$ cat src/rtl/imu_tilt_joystick_if.sv
// Bus between the tilt-joystick block and its controller/IMU side.
// The master side drives control and IMU data; the slave side is the joystick block.
interface imu_tilt_joystick_if;
  logic               en;
  logic               cal_start;
  logic               imu_req;
  logic               imu_ack;
  logic signed [31:0] roll;
  logic signed [31:0] pitch;
  logic signed [31:0] roll_rel;
  logic signed [31:0] pitch_rel;
  logic               key_left;
  logic               key_right;
  logic               key_up;
  logic               key_down;
  logic               sample_valid;
  logic               cal_busy;
  logic               timeout_err;

  modport master (
    output en, cal_start, imu_ack, roll, pitch,
    input  imu_req, roll_rel, pitch_rel, key_left, key_right, key_up, key_down,
           sample_valid, cal_busy, timeout_err
  );

  modport slave (
    input  en, cal_start, imu_ack, roll, pitch,
    output imu_req, roll_rel, pitch_rel, key_left, key_right, key_up, key_down,
           sample_valid, cal_busy, timeout_err
  );
endinterface

$ cat src/rtl/imu_tilt_joystick.sv
// Polls the IMU for roll/pitch, removes a calibrated zero offset and turns tilt
// beyond a dead zone into four direction keys; includes averaging calibration and ack timeout.
module imu_tilt_joystick #(
  parameter int POLL_PERIOD = 1_000_000,
  parameter int ACK_TIMEOUT = 4_000_000,
  parameter int DEAD_ZONE   = 327680,
  parameter int CAL_LOG2    = 4
) (
  input logic                clk,
  input logic                rst,
  imu_tilt_joystick_if.slave bus
);

  localparam logic [1:0] S_IDLE = 2'd0;
  localparam logic [1:0] S_WAIT = 2'd1;
  localparam logic [1:0] S_REQ  = 2'd2;
  localparam logic [1:0] S_PROC = 2'd3;

  localparam int CNT_MAX = (POLL_PERIOD > ACK_TIMEOUT) ? POLL_PERIOD : ACK_TIMEOUT;
  localparam int CNT_W   = $clog2(CNT_MAX);
  localparam int SUM_W   = 32 + CAL_LOG2;
  localparam int CAL_N   = 1 << CAL_LOG2;
  localparam int CAL_CW  = CAL_LOG2 + 1;

  localparam logic [CNT_W-1:0]  POLL_LAST = CNT_W'(POLL_PERIOD - 1);
  localparam logic [CNT_W-1:0]  ACK_LAST  = CNT_W'(ACK_TIMEOUT - 1);
  localparam logic [CAL_CW-1:0] CAL_LAST  = CAL_CW'(CAL_N - 1);
  localparam logic signed [31:0] DZ_POS   = 32'(DEAD_ZONE);
  localparam logic signed [31:0] DZ_NEG   = -DZ_POS;

  logic [1:0]               state;
  logic [CNT_W-1:0]         cnt;
  logic signed [31:0]       roll_cap, pitch_cap;
  logic signed [31:0]       roll_off, pitch_off;
  logic signed [SUM_W-1:0]  roll_sum, pitch_sum;
  logic [CAL_CW-1:0]        cal_cnt;
  logic signed [31:0]       roll_rel_q, pitch_rel_q;
  logic                     key_left_q, key_right_q, key_up_q, key_down_q;
  logic                     sample_valid_q, cal_busy_q, timeout_err_q;

  // Difference formed in 33 bits so the true result is exact before clamping.
  function automatic logic signed [31:0] sat_sub(input logic signed [31:0] a,
                                                 input logic signed [31:0] b);
    logic signed [32:0] d;
    d = {a[31], a} - {b[31], b};
    if (d[32] != d[31]) sat_sub = d[32] ? 32'sh8000_0000 : 32'sh7FFF_FFFF;
    else                sat_sub = d[31:0];
  endfunction

  logic signed [31:0]      roll_d, pitch_d;
  logic signed [SUM_W-1:0] roll_sum_nx, pitch_sum_nx;

  assign roll_d       = sat_sub(roll_cap, roll_off);
  assign pitch_d      = sat_sub(pitch_cap, pitch_off);
  assign roll_sum_nx  = roll_sum + SUM_W'(roll_cap);
  assign pitch_sum_nx = pitch_sum + SUM_W'(pitch_cap);

  // NOTE: every piece of state here, offsets and sums included, is plain flops and
  // is cleared by the async reset; there is no memory array that would need to stay unreset.
  always_ff @(posedge clk or posedge rst) begin
    if (rst) begin
      state          <= S_IDLE;
      cnt            <= '0;
      roll_cap       <= '0;
      pitch_cap      <= '0;
      roll_off       <= '0;
      pitch_off      <= '0;
      roll_sum       <= '0;
      pitch_sum      <= '0;
      cal_cnt        <= '0;
      roll_rel_q     <= '0;
      pitch_rel_q    <= '0;
      key_left_q     <= 1'b0;
      key_right_q    <= 1'b0;
      key_up_q       <= 1'b0;
      key_down_q     <= 1'b0;
      sample_valid_q <= 1'b0;
      cal_busy_q     <= 1'b0;
      timeout_err_q  <= 1'b0;
    end else begin
      // NOTE: non-blocking assignments throughout; later assignments in this block
      // (the cal_start clause) deliberately override earlier ones in the same cycle.
      sample_valid_q <= 1'b0;
      case (state)
        S_IDLE: begin
          cnt <= '0;
          if (bus.en) state <= S_WAIT;
        end
        S_WAIT: begin
          if (!bus.en) begin
            state       <= S_IDLE;
            cnt         <= '0;
            roll_rel_q  <= '0;
            pitch_rel_q <= '0;
            key_left_q  <= 1'b0;
            key_right_q <= 1'b0;
            key_up_q    <= 1'b0;
            key_down_q  <= 1'b0;
          end else if (cnt == POLL_LAST) begin
            state <= S_REQ;
            cnt   <= '0;
          end else begin
            cnt <= cnt + 1'b1;
          end
        end
        S_REQ: begin
          if (bus.imu_ack) begin
            roll_cap  <= bus.roll;
            pitch_cap <= bus.pitch;
            state     <= S_PROC;
            cnt       <= '0;
          end else if (cnt == ACK_LAST) begin
            timeout_err_q <= 1'b1;
            key_left_q    <= 1'b0;
            key_right_q   <= 1'b0;
            key_up_q      <= 1'b0;
            key_down_q    <= 1'b0;
            state         <= S_WAIT;
            cnt           <= '0;
          end else begin
            cnt <= cnt + 1'b1;
          end
        end
        S_PROC: begin
          state <= S_WAIT;
          cnt   <= '0;
          if (!bus.cal_start) begin
            if (cal_busy_q) begin
              if (cal_cnt == CAL_LAST) begin
                // Top 32 bits of the final sum are the arithmetic-shifted average.
                roll_off   <= roll_sum_nx[SUM_W-1:CAL_LOG2];
                pitch_off  <= pitch_sum_nx[SUM_W-1:CAL_LOG2];
                cal_busy_q <= 1'b0;
              end else begin
                roll_sum  <= roll_sum_nx;
                pitch_sum <= pitch_sum_nx;
                cal_cnt   <= cal_cnt + 1'b1;
              end
            end else begin
              roll_rel_q     <= roll_d;
              pitch_rel_q    <= pitch_d;
              key_left_q     <= roll_d < DZ_NEG;
              key_right_q    <= roll_d > DZ_POS;
              key_up_q       <= pitch_d < DZ_NEG;
              key_down_q     <= pitch_d > DZ_POS;
              sample_valid_q <= 1'b1;
            end
          end
        end
        default: state <= S_IDLE;
      endcase

      if (bus.cal_start) begin
        roll_sum      <= '0;
        pitch_sum     <= '0;
        cal_cnt       <= '0;
        timeout_err_q <= 1'b0;
        cal_busy_q    <= 1'b1;
        key_left_q    <= 1'b0;
        key_right_q   <= 1'b0;
        key_up_q      <= 1'b0;
        key_down_q    <= 1'b0;
      end
    end
  end

  assign bus.imu_req      = (state == S_REQ);
  assign bus.roll_rel     = roll_rel_q;
  assign bus.pitch_rel    = pitch_rel_q;
  assign bus.key_left     = key_left_q;
  assign bus.key_right    = key_right_q;
  assign bus.key_up       = key_up_q;
  assign bus.key_down     = key_down_q;
  assign bus.sample_valid = sample_valid_q;
  assign bus.cal_busy     = cal_busy_q;
  assign bus.timeout_err  = timeout_err_q;

endmodule

$ cat src/flat_wrapper.sv
// flat-port wrapper written by rule: the top's interface ports become plain ports
module imu_tilt_joystick_flat 
#(
  parameter int POLL_PERIOD = 1_000_000,
  parameter int ACK_TIMEOUT = 4_000_000,
  parameter int DEAD_ZONE   = 327680,
  parameter int CAL_LOG2    = 4
)
  (clk, rst, bus_en, bus_cal_start, bus_imu_ack, bus_roll, bus_pitch, bus_imu_req, bus_roll_rel, bus_pitch_rel, bus_key_left, bus_key_right, bus_key_up, bus_key_down, bus_sample_valid, bus_cal_busy, bus_timeout_err);
  imu_tilt_joystick_if bus_i ();
  input logic clk;
  input logic rst;
  input wire logic [$bits(bus_i.en)-1:0] bus_en;
  input wire logic [$bits(bus_i.cal_start)-1:0] bus_cal_start;
  input wire logic [$bits(bus_i.imu_ack)-1:0] bus_imu_ack;
  input wire logic [$bits(bus_i.roll)-1:0] bus_roll;
  input wire logic [$bits(bus_i.pitch)-1:0] bus_pitch;
  output wire logic [$bits(bus_i.imu_req)-1:0] bus_imu_req;
  output wire logic [$bits(bus_i.roll_rel)-1:0] bus_roll_rel;
  output wire logic [$bits(bus_i.pitch_rel)-1:0] bus_pitch_rel;
  output wire logic [$bits(bus_i.key_left)-1:0] bus_key_left;
  output wire logic [$bits(bus_i.key_right)-1:0] bus_key_right;
  output wire logic [$bits(bus_i.key_up)-1:0] bus_key_up;
  output wire logic [$bits(bus_i.key_down)-1:0] bus_key_down;
  output wire logic [$bits(bus_i.sample_valid)-1:0] bus_sample_valid;
  output wire logic [$bits(bus_i.cal_busy)-1:0] bus_cal_busy;
  output wire logic [$bits(bus_i.timeout_err)-1:0] bus_timeout_err;
  assign bus_i.en = bus_en;
  assign bus_i.cal_start = bus_cal_start;
  assign bus_i.imu_ack = bus_imu_ack;
  assign bus_i.roll = bus_roll;
  assign bus_i.pitch = bus_pitch;
  assign bus_imu_req = bus_i.imu_req;
  assign bus_roll_rel = bus_i.roll_rel;
  assign bus_pitch_rel = bus_i.pitch_rel;
  assign bus_key_left = bus_i.key_left;
  assign bus_key_right = bus_i.key_right;
  assign bus_key_up = bus_i.key_up;
  assign bus_key_down = bus_i.key_down;
  assign bus_sample_valid = bus_i.sample_valid;
  assign bus_cal_busy = bus_i.cal_busy;
  assign bus_timeout_err = bus_i.timeout_err;
  imu_tilt_joystick #(.POLL_PERIOD(POLL_PERIOD), .ACK_TIMEOUT(ACK_TIMEOUT), .DEAD_ZONE(DEAD_ZONE), .CAL_LOG2(CAL_LOG2)) u_core (.clk(clk), .rst(rst), .bus(bus_i));
endmodule
$ cat config.mk
export PLATFORM = sky130hd
export DESIGN_NAME = imu_tilt_joystick_flat
export DESIGN_NICKNAME = d
export VERILOG_FILES = /design/src/rtl/imu_tilt_joystick_if.sv /design/src/rtl/imu_tilt_joystick.sv /design/src/flat_wrapper.sv
export SDC_FILE = /design/constraint.sdc
export NUM_CORES = 1
export LEC_CHECK = 0
export ABC_AREA = 1
export CAP_MARGIN = 20
export CORE_ASPECT_RATIO = 1.5
export CORE_MARGIN = 4
export CORE_UTILIZATION = 59
export CTS_BUF_LIST = sky130_fd_sc_hd__clkbuf_2 sky130_fd_sc_hd__clkbuf_4 sky130_fd_sc_hd__clkbuf_8
export DETAILED_ROUTE_END_ITERATION = 7
export HOLD_SLACK_MARGIN = 0.06
export PLACE_DENSITY = 0.8
export SLEW_MARGIN = 30
export SYNTH_ARGS = -nofsm -noshare
export SYNTH_HDL_FRONTEND = slang
export SYNTH_SLANG_ARGS = --single-unit
$ cat constraint.sdc
create_clock -name clk -period 13.7 [get_ports clk]
set_clock_uncertainty 0.15 [all_clocks]
set_input_delay 2.055 -clock clk [delete_from_list [all_inputs] [get_ports clk]]
set_output_delay 2.055 -clock clk [all_outputs]
set_load 0.02 [all_outputs]
# After elaboration in Yosys (flattened, before gate mapping)
# Cells that the tools add are included.
# word_totals
ff_bits	300
in_bits	69
out_inout_bits	72
elab_cells	124
# classes
n_addsub	6
order_cmp	4
n_eq_ne	20
n_mux	60
bitwise_logic	1
n_reduce_logical	15
# op_table
operator	n
$mux 32	9
$mux 36	8
$pmux 32 s2	2
$mux 22	4
$add 36x32->36	2
$pmux 22 s3	1
$sub 32x32->33	2
$gt 32x20->1 const B	2
$lt 32x20->1 const B	2
$add 22x1->22 const B	1
$eq 22x20->1 const B	1
$eq 22x22->1 const B	1
$mux 1	22
$mux 5	4
$ne 2x2->1 const B	6
$pmux 1 s3	4
$mux 2	5
$reduce_bool 2->1	5
$ne 3x2->1 const B	3
$ne 3x3->1 const B	3
$reduce_and 3->1	3
$pmux 2 s4	1
$reduce_and 4->1	2
$add 5x1->5 const B	1
10 further kinds	12

# Depth between registers and ports, before layout
# Gate-level depths: netlist (run 1).
# logic_depth
depth_word	7
depth_mapped	25
ltp_nobuf	24

# Worst setup path before layout (run 1)
# OpenSTA, ideal clock, no wires.
# synth_path
kind	input to register
from	input port bus_cal_start
to	register u_core.roll_rel_q[0] (netlist: u_core.bus.roll_rel[0])
setup_ns	0.083
t_arrival_ns	3.425
required_ns	13.467
path_slack_ns	10.043
stages	10
path_buffers	3
cell_sequence	clkbuf_1 nor2_1 inv_1 nor2_1 o21ai_1 nor2_1 inv_1 clkbuf_1 clkbuf_1 o21ai_0
# synth_via
elab_chain_cells	2
# synth_lines
item	line_no	rtl
from (decl)	flat_wrapper.sv:14	input wire logic [$bits(bus_i.cal_start)-1:0] bus_cal_start;
$ne 2x2->1 (no line)	--	
$reduce_and 4->1 (no line)	--	
to (signal assigned)	imu_tilt_joystick.sv:140	roll_rel_q <= roll_d;
to (decl)	imu_tilt_joystick.sv:37	logic signed [31:0] roll_rel_q, pitch_rel_q;
# Every way passes these cells.
# A chain may end at the register's enable or synchronous reset.

# Worst setup path in the final report (run 1)
# layout_path
from	input port bus_cal_start
to	register u_core.roll_sum[20]
# layout_via
elab_chain_cells	2
word_cells_on_any_way	5
cone_classes	eq/ne (1); mux (1); reduce/logical (3)
# layout_lines
item	line_no	rtl
$ne 2x2->1 (no line) / $reduce_bool 2->1 (equally long branches)	--	
$reduce_and 3->1 (no line)	--	
to (signal assigned)	imu_tilt_joystick.sv:135	roll_sum <= roll_sum_nx;
to (decl)	imu_tilt_joystick.sv:35	logic signed [SUM_W-1:0] roll_sum, pitch_sum;
# Parallel ways exist; a longest one is shown, timed or not.

==> results.txt, run 1 <==
The count of final hold-check violations came out at 0. For this run, the leading register cell type out of synthesis is dfrtp_1. The pin count of the biggest net entering global routing is 96. The CTS root buffer is clkbuf_8. The floorplan core area is 35200 um^2. The number of warnings printed during yosys synthesis is 0. Setup repair after global routing left no endpoint under its margin. dfrtp_1 takes more of the synthesized area than any other cell.

STA classifies the critical path endpoint as a register. In this run the mean area of a mapped cell was 7.29 um^2. The via density per instance came out at 5.66. After layout, the minimum clock period comes to 4.65 ns. The fmax came out at 215 MHz. Counting the fill cells in the layout gives 3064. TritonCTS built the clock tree.

The max-slew violation total from the final report was 0. The register share of total power is 27.2%. In this run, the clock network consumes 17.5% of the power. The total DRC errors in the routed layout is 0. The die outline area came out at 39000 um^2. Net switching is 48.2% of the power. The wire length reported by the detailed router came out at 63.3 mm. The area of the mapped netlist came out at 21100 um^2. The internal power came out at 2.48 mW. The worst setup path is of the primary input to register kind. The fraction of final layout cells with drive strength greater than 1 is 8.13%. In the post-synthesis netlist, the biggest area contributors are dfrtp_1 (36%), nand2_1 (16%), ha_1 (8.4%).

The routed wire length per instance is 17.8 um. The total clock sinks is 300. The sum of routed wire segments on met1 is 22.5 mm.

The routed length on met2 came out at 32.9 mm. The worst endpoint required time came out at 14.04 ns. The first global-routing pass estimated 99.5 mm of wire.

The post-CTS setup repair buffer count came out at 0. The die boundary height is 240 um. The detailed router's first-iteration violation count is 1362. The largest single stage delay on the critical path is 0.97 ns.

The setup-violating endpoint count in the final report came out at 0. The starting utilization of the core area came out at 60.0%. The detailed router used layers up to and including met4. The CTS H-tree depth is 2.

The areal power density over the cells came out at 199 nW/um^2. The largest individual stage delay along the critical path comes from the cell clkinv_1. The utilization of the core after routing is 68.3%.

The via count of the first global-routing pass came out at 19900. The tightest min-delay check is of the register to register type. The total routing usage reported by global routing came out at 32.1%. The synthesized design contains 0 enable-type register cells.

The count of state elements after synthesis came out at 300. The clock transition at the registers of the reported paths is 0.06 ns. Counting both buffers and inverters, the worst setup path holds a total of 4.

The boundary pin count is 141. The total nets after synthesis is 3115. For this run the aggregate overflow at the end of global routing stands at 0.

The count of nets after finishing came out at 3254. The worst-case IR drop observed on VDD is 0.000130 V. The number of placement rows came out at 84. The net switching power is 2.31 mW. At the later pin of the worst-skew pair, clock insertion delay measures 0.64 ns. The max-capacitance violation count came out at 0. In the synthesized netlist, the cells that appear most often are nand2_1 (874), inv_1 (348), dfrtp_1 (300). Walking the worst path, the cells encountered are clkdlybuf4s50_1, nor2_1, inv_1, nor2_4, buf_4, clkinv_1, o21ai_0. The worst slew margin relative to its limit is 35.0%.

The number of gates resized after CTS was 0. Combinational logic is responsible for 55.3% of the overall power. Of the synthesized area, sequential elements account for 35.5%. The width of the die came out at 163 um.

The kind of cell with the highest combined delay along the critical path is buffers and inverters. The total CTS buffers is 48. The cell with the most instances after synthesis is nand2_1. The number of distinct library cells after synthesis came out at 58. The leakage power summed over all cells came out at 12.1 nW.

The growth of design area from synthesis to finish came out at 13.7%. The detailed-placement wirelength estimate is 49.6 mm. The arrival time reported for the critical path endpoint came out at 4.98 ns. The detail route stage leaves a number of antenna-violating nets equal to 0. The final clock period utilization by the worst path came out at 33.9%. The flow ran to the end, and the final reports show no timing, DRC or antenna violations. The maximum fanout along the worst path is 46. The share of the synthesized area in the top cell type is 35.5%.

The number of vias after detailed routing came out at 20100. The async set or reset register ratio after synthesis came out at 100%. The number of hold-repair buffers added at the cts stage is 0. The final setup TNS came out at 0 ns. The first TritonRoute pass finished after 5 iterations. The number of antenna violations at the first check in global routing came out at 0. The element type at the critical path start is a primary input. The slew at the pin closest to its max-slew limit came out at 0.976 ns.

The placer congestion estimate is 1.01. The length of routed met3 wiring came out at 2.72 mm. After technology mapping, the gate count stands at 2900. The number of port buffers came out at 140. No sink is reached through more buffers than the 3 on the longest clock path.
==> state kept, by name, summed over array words and instances (netlist names), 2 cells and up <==
name,flops
u_core.bus.pitch_rel,32
u_core.bus.roll_rel,32
u_core.cal_cnt,5
u_core.cnt,22
u_core.pitch_cap,32
u_core.pitch_off,32
u_core.pitch_sum,36
u_core.roll_cap,32
u_core.roll_off,32
u_core.roll_sum,36
u_core.state,2
==> path summary, 6_finish.rpt <==
path / slack, ns / cells after the start / start / to
min in group asynchronous: 1.80 / 2 / rst / u_core.pitch_cap[3]$_DFFE_PP0P_
hold / removal: 0.32 / 1 / u_core.cnt[0]$_DFF_PP0_ / u_core.cnt[0]$_DFF_PP0_
hold reg to reg: 0.32 / 1 / u_core.cnt[0]$_DFF_PP0_ / u_core.cnt[0]$_DFF_PP0_
setup / recovery: 9.05 / 7 / bus_cal_start / u_core.roll_sum[20]$_DFFE_PP0P_
max in group asynchronous: 9.64 / 5 / rst / u_core.roll_cap[21]$_DFFE_PP0P_
setup reg to reg: 9.71 / 14 / u_core.roll_sum[0]$_DFFE_PP0P_ / u_core.roll_sum[20]$_DFFE_PP0P_
==> layer usage <==
layer  up-vias  global-route usage [%]
li1       9755                       -
met1      9450                    33.3
met2       631                    59.5
met3       246                    3.96
met4         0                    22.0
met5         -                       0
==> power by group through the flow <==
| stage | sequential, mW | combinational [mW] | clock [mW] |
|---|---|---|---|
| after floorplan | 1.31 | 1.80 | 0 |
| after global placement | 1.30 | 2.57 | 0 |
| after detailed placement | 1.31 | 2.61 | 0 |
| after CTS | 1.30 | 2.62 | 0.847 |
| after global routing | 1.32 | 2.91 | 0.887 |
| final | 1.30 | 2.65 | 0.840 |
==> cells by family after synthesis <==
logic type | Yosys count | synth area share, %
simple gates | 1421 | 28.3
compound gates | 474 | 13.1
buf+inv | 416 | 7.69
flops | 300 | 35.5
fa+ha+maj | 146 | 8.78
xor+xnor | 81 | 3.36
mux | 62 | 3.30
==> final cells by class <==
type / instances / area [um^2] / area share (%)
multi-input cells: 2184 / 12100 / 50.2
flip-flops and latches: 300 / 7510 / 31.2
repair buffers: 150 / 1490 / 6.21
inverters: 355 / 1340 / 5.57
clock buffers: 72 / 916 / 3.81
well taps: 473 / 592 / 2.46
clock inverters: 14 / 131 / 0.547
diodes: 1 / 2.50 / 0.0104
==> metrics by stage <==
stage                     total power, mW  setup slack, ns  cell area (um^2)  instances  hold slack (ns)
after CTS                            4.77             9.29             24000       3547            0.328
final                                4.79             9.05             24000       3549            0.324
after global routing                 5.12             8.86             24000       3548            0.360
after floorplan                      3.11             3.21             21100       2900            0.283
after global placement               3.87             8.71             23000       3461            0.295
after detailed placement             3.92             8.66             23000       3461            0.320
==> cells in the final DEF (no fill, tap or decap), types with 6 or more instances in the layout <==
master | Yosys | layout
o21ai_0 | 209 | 209
nand3_1 | 134 | 134
nor2_1 | 247 | 245
o21bai_1 | 20 | 20
xnor2_1 | 49 | 49
xor2_1 | 32 | 32
clkbuf_8 | 0 | 60
ha_1 | 142 | 142
a21oi_1 | 130 | 129
nand2_1 | 874 | 873
or2_2 | 18 | 18
dfrtp_1 | 300 | 300
nand4_1 | 34 | 34
a32o_1 | 15 | 15
o21ai_1 | 12 | 11
nor4_1 | 11 | 11
nand2_2 | 25 | 25
a211oi_1 | 7 | 7
o2111ai_1 | 6 | 6
buf_4 | 2 | 8
a21oi_2 | 12 | 12
nand3b_1 | 18 | 18
clkinv_2 | 0 | 6
mux2_2 | 62 | 62
inv_2 | 6 | 6
a31oi_1 | 17 | 17
nand2_4 | 6 | 7
a22o_1 | 12 | 12
inv_1 | 348 | 346
clkbuf_4 | 0 | 12
nor3_1 | 33 | 33
clkdlybuf4s50_1 | 0 | 140
==> worst register-to-register path, cell delays in order (launching register included) <==
cell     delay (ns)
dfrtp_1        0.39
ha_1           0.32
fa_1           0.45
nand3_1        0.11
nand2_1        0.09
a21oi_1        0.24
o21ai_1        0.16
a21oi_2        0.37
o21ai_1        0.29
a21oi_1        0.42
inv_1          0.12
nand2_1        0.08
nand2_1        0.10
xnor2_1        0.37
o21ai_0        0.15
Power figures use the tool's default switching activity.
==> inputs of run 2 (changes only) <==
CORE_UTILIZATION = 56   (was 59)
PLACE_DENSITY = 0.79   (was 0.8)
clock period = 3.9 ns   (was 13.7 ns; I/O delays follow)
==> run 2 against run 1 <==
  * Total power rose to 3.5 times the previous value
  * Critical path type is now register to register
  * Non-clock buffer count up 22
  * Combinational power rose to 3.6 times the previous value
  * Register-to-register slack worse by 9.3 ns
  * Final cell count up 0.79%
  * Hold slack worse by 0.022 ns
  * Sequential share of layout area down 0.22 points
  * Clock power rose to 3.4 times the previous value
  * Wire length up 5.3%
==> results.txt, run 2 (synthesis gave the netlist of run 1 again) <==
The run finished with clean final reports. Setup violations remaining at the end of the flow were counted as 0. The clock transition at the registers of the reported paths is 0.08 ns. The completed layout was analyzed and its total power is 16.9 mW. The growth of design area from synthesis to finish came out at 14.5%. Summed over all nets, the half-perimeter wirelength after detailed placement is 52.8 mm. The die is 246 um tall. The CTS H-tree depth came out at 2. The final setup TNS came out at 0 ns. Of all nets on the critical path, the largest fanout is 32. Entering global routing, the biggest net connects 98 pins. The slew at the pin closest to its max-slew limit came out at 0.976 ns.

The post-route netlist has 8.73% of its cells at a drive strength greater than 1. The highest ir drop seen on vdd came out at 0.000462 V. The final antenna diode count is 0. The max-slew violation total from the final report came out at 0. The number of antenna-violating nets in the routed design is 0.

The number of vias after detailed routing is 20100. The boundary pin count is 141. The number of buffers on the longest clock path is 3.

The worst path meets setup with 0.456 ns of slack. Hold timing on the final database bottoms out at a slack of 0.302 ns. The insertion delay to the later sink of the worst-skew pair is 0.61 ns. The count of final hold-check violations came to 0. The cell area reported after detailed placement came out at 23200 um^2. The worst slack at placement is 0.460 ns. Dividing the detail-routed wire length by the instance count gives 18.6 um.

The count of cells resized by post-cts repair is 0. The total congestion overflow after global routing came out at 0. The library cell used most frequently in the layout, excluding fill and tap cells, is nand2_1. The number of port buffers came out at 140. The portion of total power attributed to combinational logic came out at 56.0%. The library cells used most frequently in the layout, excluding fill and tap cells, are nand2_1 (872), inv_1 (346), dfrtp_1 (300), nor2_1 (245), o21ai_0 (209). The placer congestion estimate came out at 1.03. For this configuration, the core starts out at a cell density of 57.1%. The post-CTS setup repair buffer count is 0. The via density per instance is 5.62. Dividing the final minimum period by the clock period gives 88.3%. The arrival time reported for the critical path endpoint came out at 3.78 ns.

The initialized floorplan defines 86 standard-cell rows. The number of fill cells is 3348. Summed over all layers, the routed wires come to 66.6 mm.

The core region is 37000 um^2. Across the run, the number of max-cap violations was 0. For this design the total switching power over the nets is 8.13 mW. TritonCTS built the clock tree. The number of hold-repair buffers added at the cts stage is 0.

The largest registers in the layout are u_core.pitch_sum: 36 flops, u_core.roll_sum: 36 flops. The total clock sinks is 300. The global-route wire length before repair came out at 104 mm. The reg-to-reg critical path startpoint is u_core.roll_off[16]$_DFFE_PP0P_. The leakage power summed over all cells came out at 12.2 nW. The fmax is 290 MHz. The via count of the first global-routing pass came out at 20200.

At the worst endpoint, the required time is 4.23 ns. The die covers 41000 um^2. The count of nets after finishing is 3276. The first routing iteration left 1451 violations.

STA classifies the critical path startpoint as a register. The width of the die came out at 167 um. The most critical setup path has its startpoint at u_core.roll_off[16]$_DFFE_PP0P_. The tree is rooted in a clkbuf_8. Internal power comes to 8.74 mW. The worst path needs 3.44 ns of the cycle, external delays included.

For this run, design rule violations remaining after detail routing come to 0. Setup repair after global routing left no endpoint under its margin. The register share of total power came out at 26.9%. The class of the tightest hold or removal check is primary input to asynchronous set/reset pin. The critical path in this run is classified as register to register. The areal power density over the cells came out at 697 nW/um^2. The number of search-and-repair iterations in the first detailed-routing pass came out at 8. The worst slew margin relative to its limit came out at 35.0%. The number of antenna violations at the first check in global routing is 0. Once layout is done, the placed cells without fillers occupy 24200 um^2.

Net switching is 48.2% of the power. Buffers inserted during clock tree synthesis total 48. Global routing used 31.8% of the available tracks. The type of destination of the critical path is a register. The clock network burns 17.1% of the power.
## run 2: cell count changes in the layout (fill, tap and decap cells not counted), sizes merged
cell / previous run / this run
buf: 10 / 32
bufinv: 1 / 2
clkbuf: 72 / 68
clkinv: 10 / 11
clkinvlp: 4 / 2
diode: 1 / 0
## run 2: metrics by stage
step           util, %  std cells
3_5_place_dp      62.7       3495
6_report          65.4       3577
2_1_floorplan        -       2900
3_3_place_gp      62.7       3495
5_1_grt           65.4       3577
4_1_cts           65.4       3577
## run 2: metal layers
layer  global-route usage (%)  up-vias  part of all wire (%)  routed length [um]
met3                     3.53      227                   3.7                2470
met1                     31.8     9441                    35               23500
met4                     19.6        0                   7.0                4680
met5                        0        -                     0                   0
li1                         -     9825                     -                   -
met2                     62.3      613                    54               36000
## run 2: power groups by stage
stage	Sequential, mW	Clock [mW]	Combinational [mW]
6_report	4.55	2.88	9.45
5_1_grt	4.61	3.05	10.4
4_1_cts	4.54	2.93	9.37
3_5_place_dp	4.59	0	9.32
3_3_place_gp	4.56	0	9.19
2_1_floorplan	4.61	0	6.31
## run 2: final timing paths
path / to / depth (start not counted) / slack, ns
min reg2reg: u_core.cnt[0]$_DFF_PP0_ / 1 / 0.32
max in group asynchronous: u_core.roll_sum[4]$_DFFE_PP0P_ / 4 / 2.66
max reg2reg: u_core.bus.key_right$_DFFE_PP0P_ / 19 / 0.46
min: u_core.pitch_cap[19]$_DFFE_PP0P_ / 3 / 0.30
min in group clk: u_core.cnt[0]$_DFF_PP0_ / 1 / 0.32
max: u_core.bus.key_right$_DFFE_PP0P_ / 19 / 0.46
## run 2: worst max-delay path, cell delays in order (launching register included)
cell     delay (ns)
dfrtp_1        0.45
inv_1          0.08
ha_1           0.41
nand2_1        0.15
nor2_4         0.15
nand2_1        0.09
nor3b_2        0.21
nand2_1        0.14
nand2_1        0.10
nand2_1        0.06
nand2_1        0.15
nand2_2        0.34
o21ai_0        0.26
nand2_1        0.08
nor2_1         0.11
nand2_1        0.08
nor2_1         0.09
nand3_1        0.09
nand2_1        0.08
nand2_1        0.05
## run 2: area by class of cell
cell class              count  area [um^2]  share of cell area (%)
repair buffers            172         1720                    7.09
flip-flops and latches    300         7510                    31.0
clock buffers              68          867                    3.58
multi-input cells        2184        12000                    49.8
well taps                 484          606                    2.50
clock inverters            14          126                   0.522
inverters                 355         1340                    5.53
==> inputs of run 3 (changes only) <==
CAP_MARGIN = 15   (was 20)
==> results of run 3 <==
Final layout, timing and power as in run 2 (identical DEF).
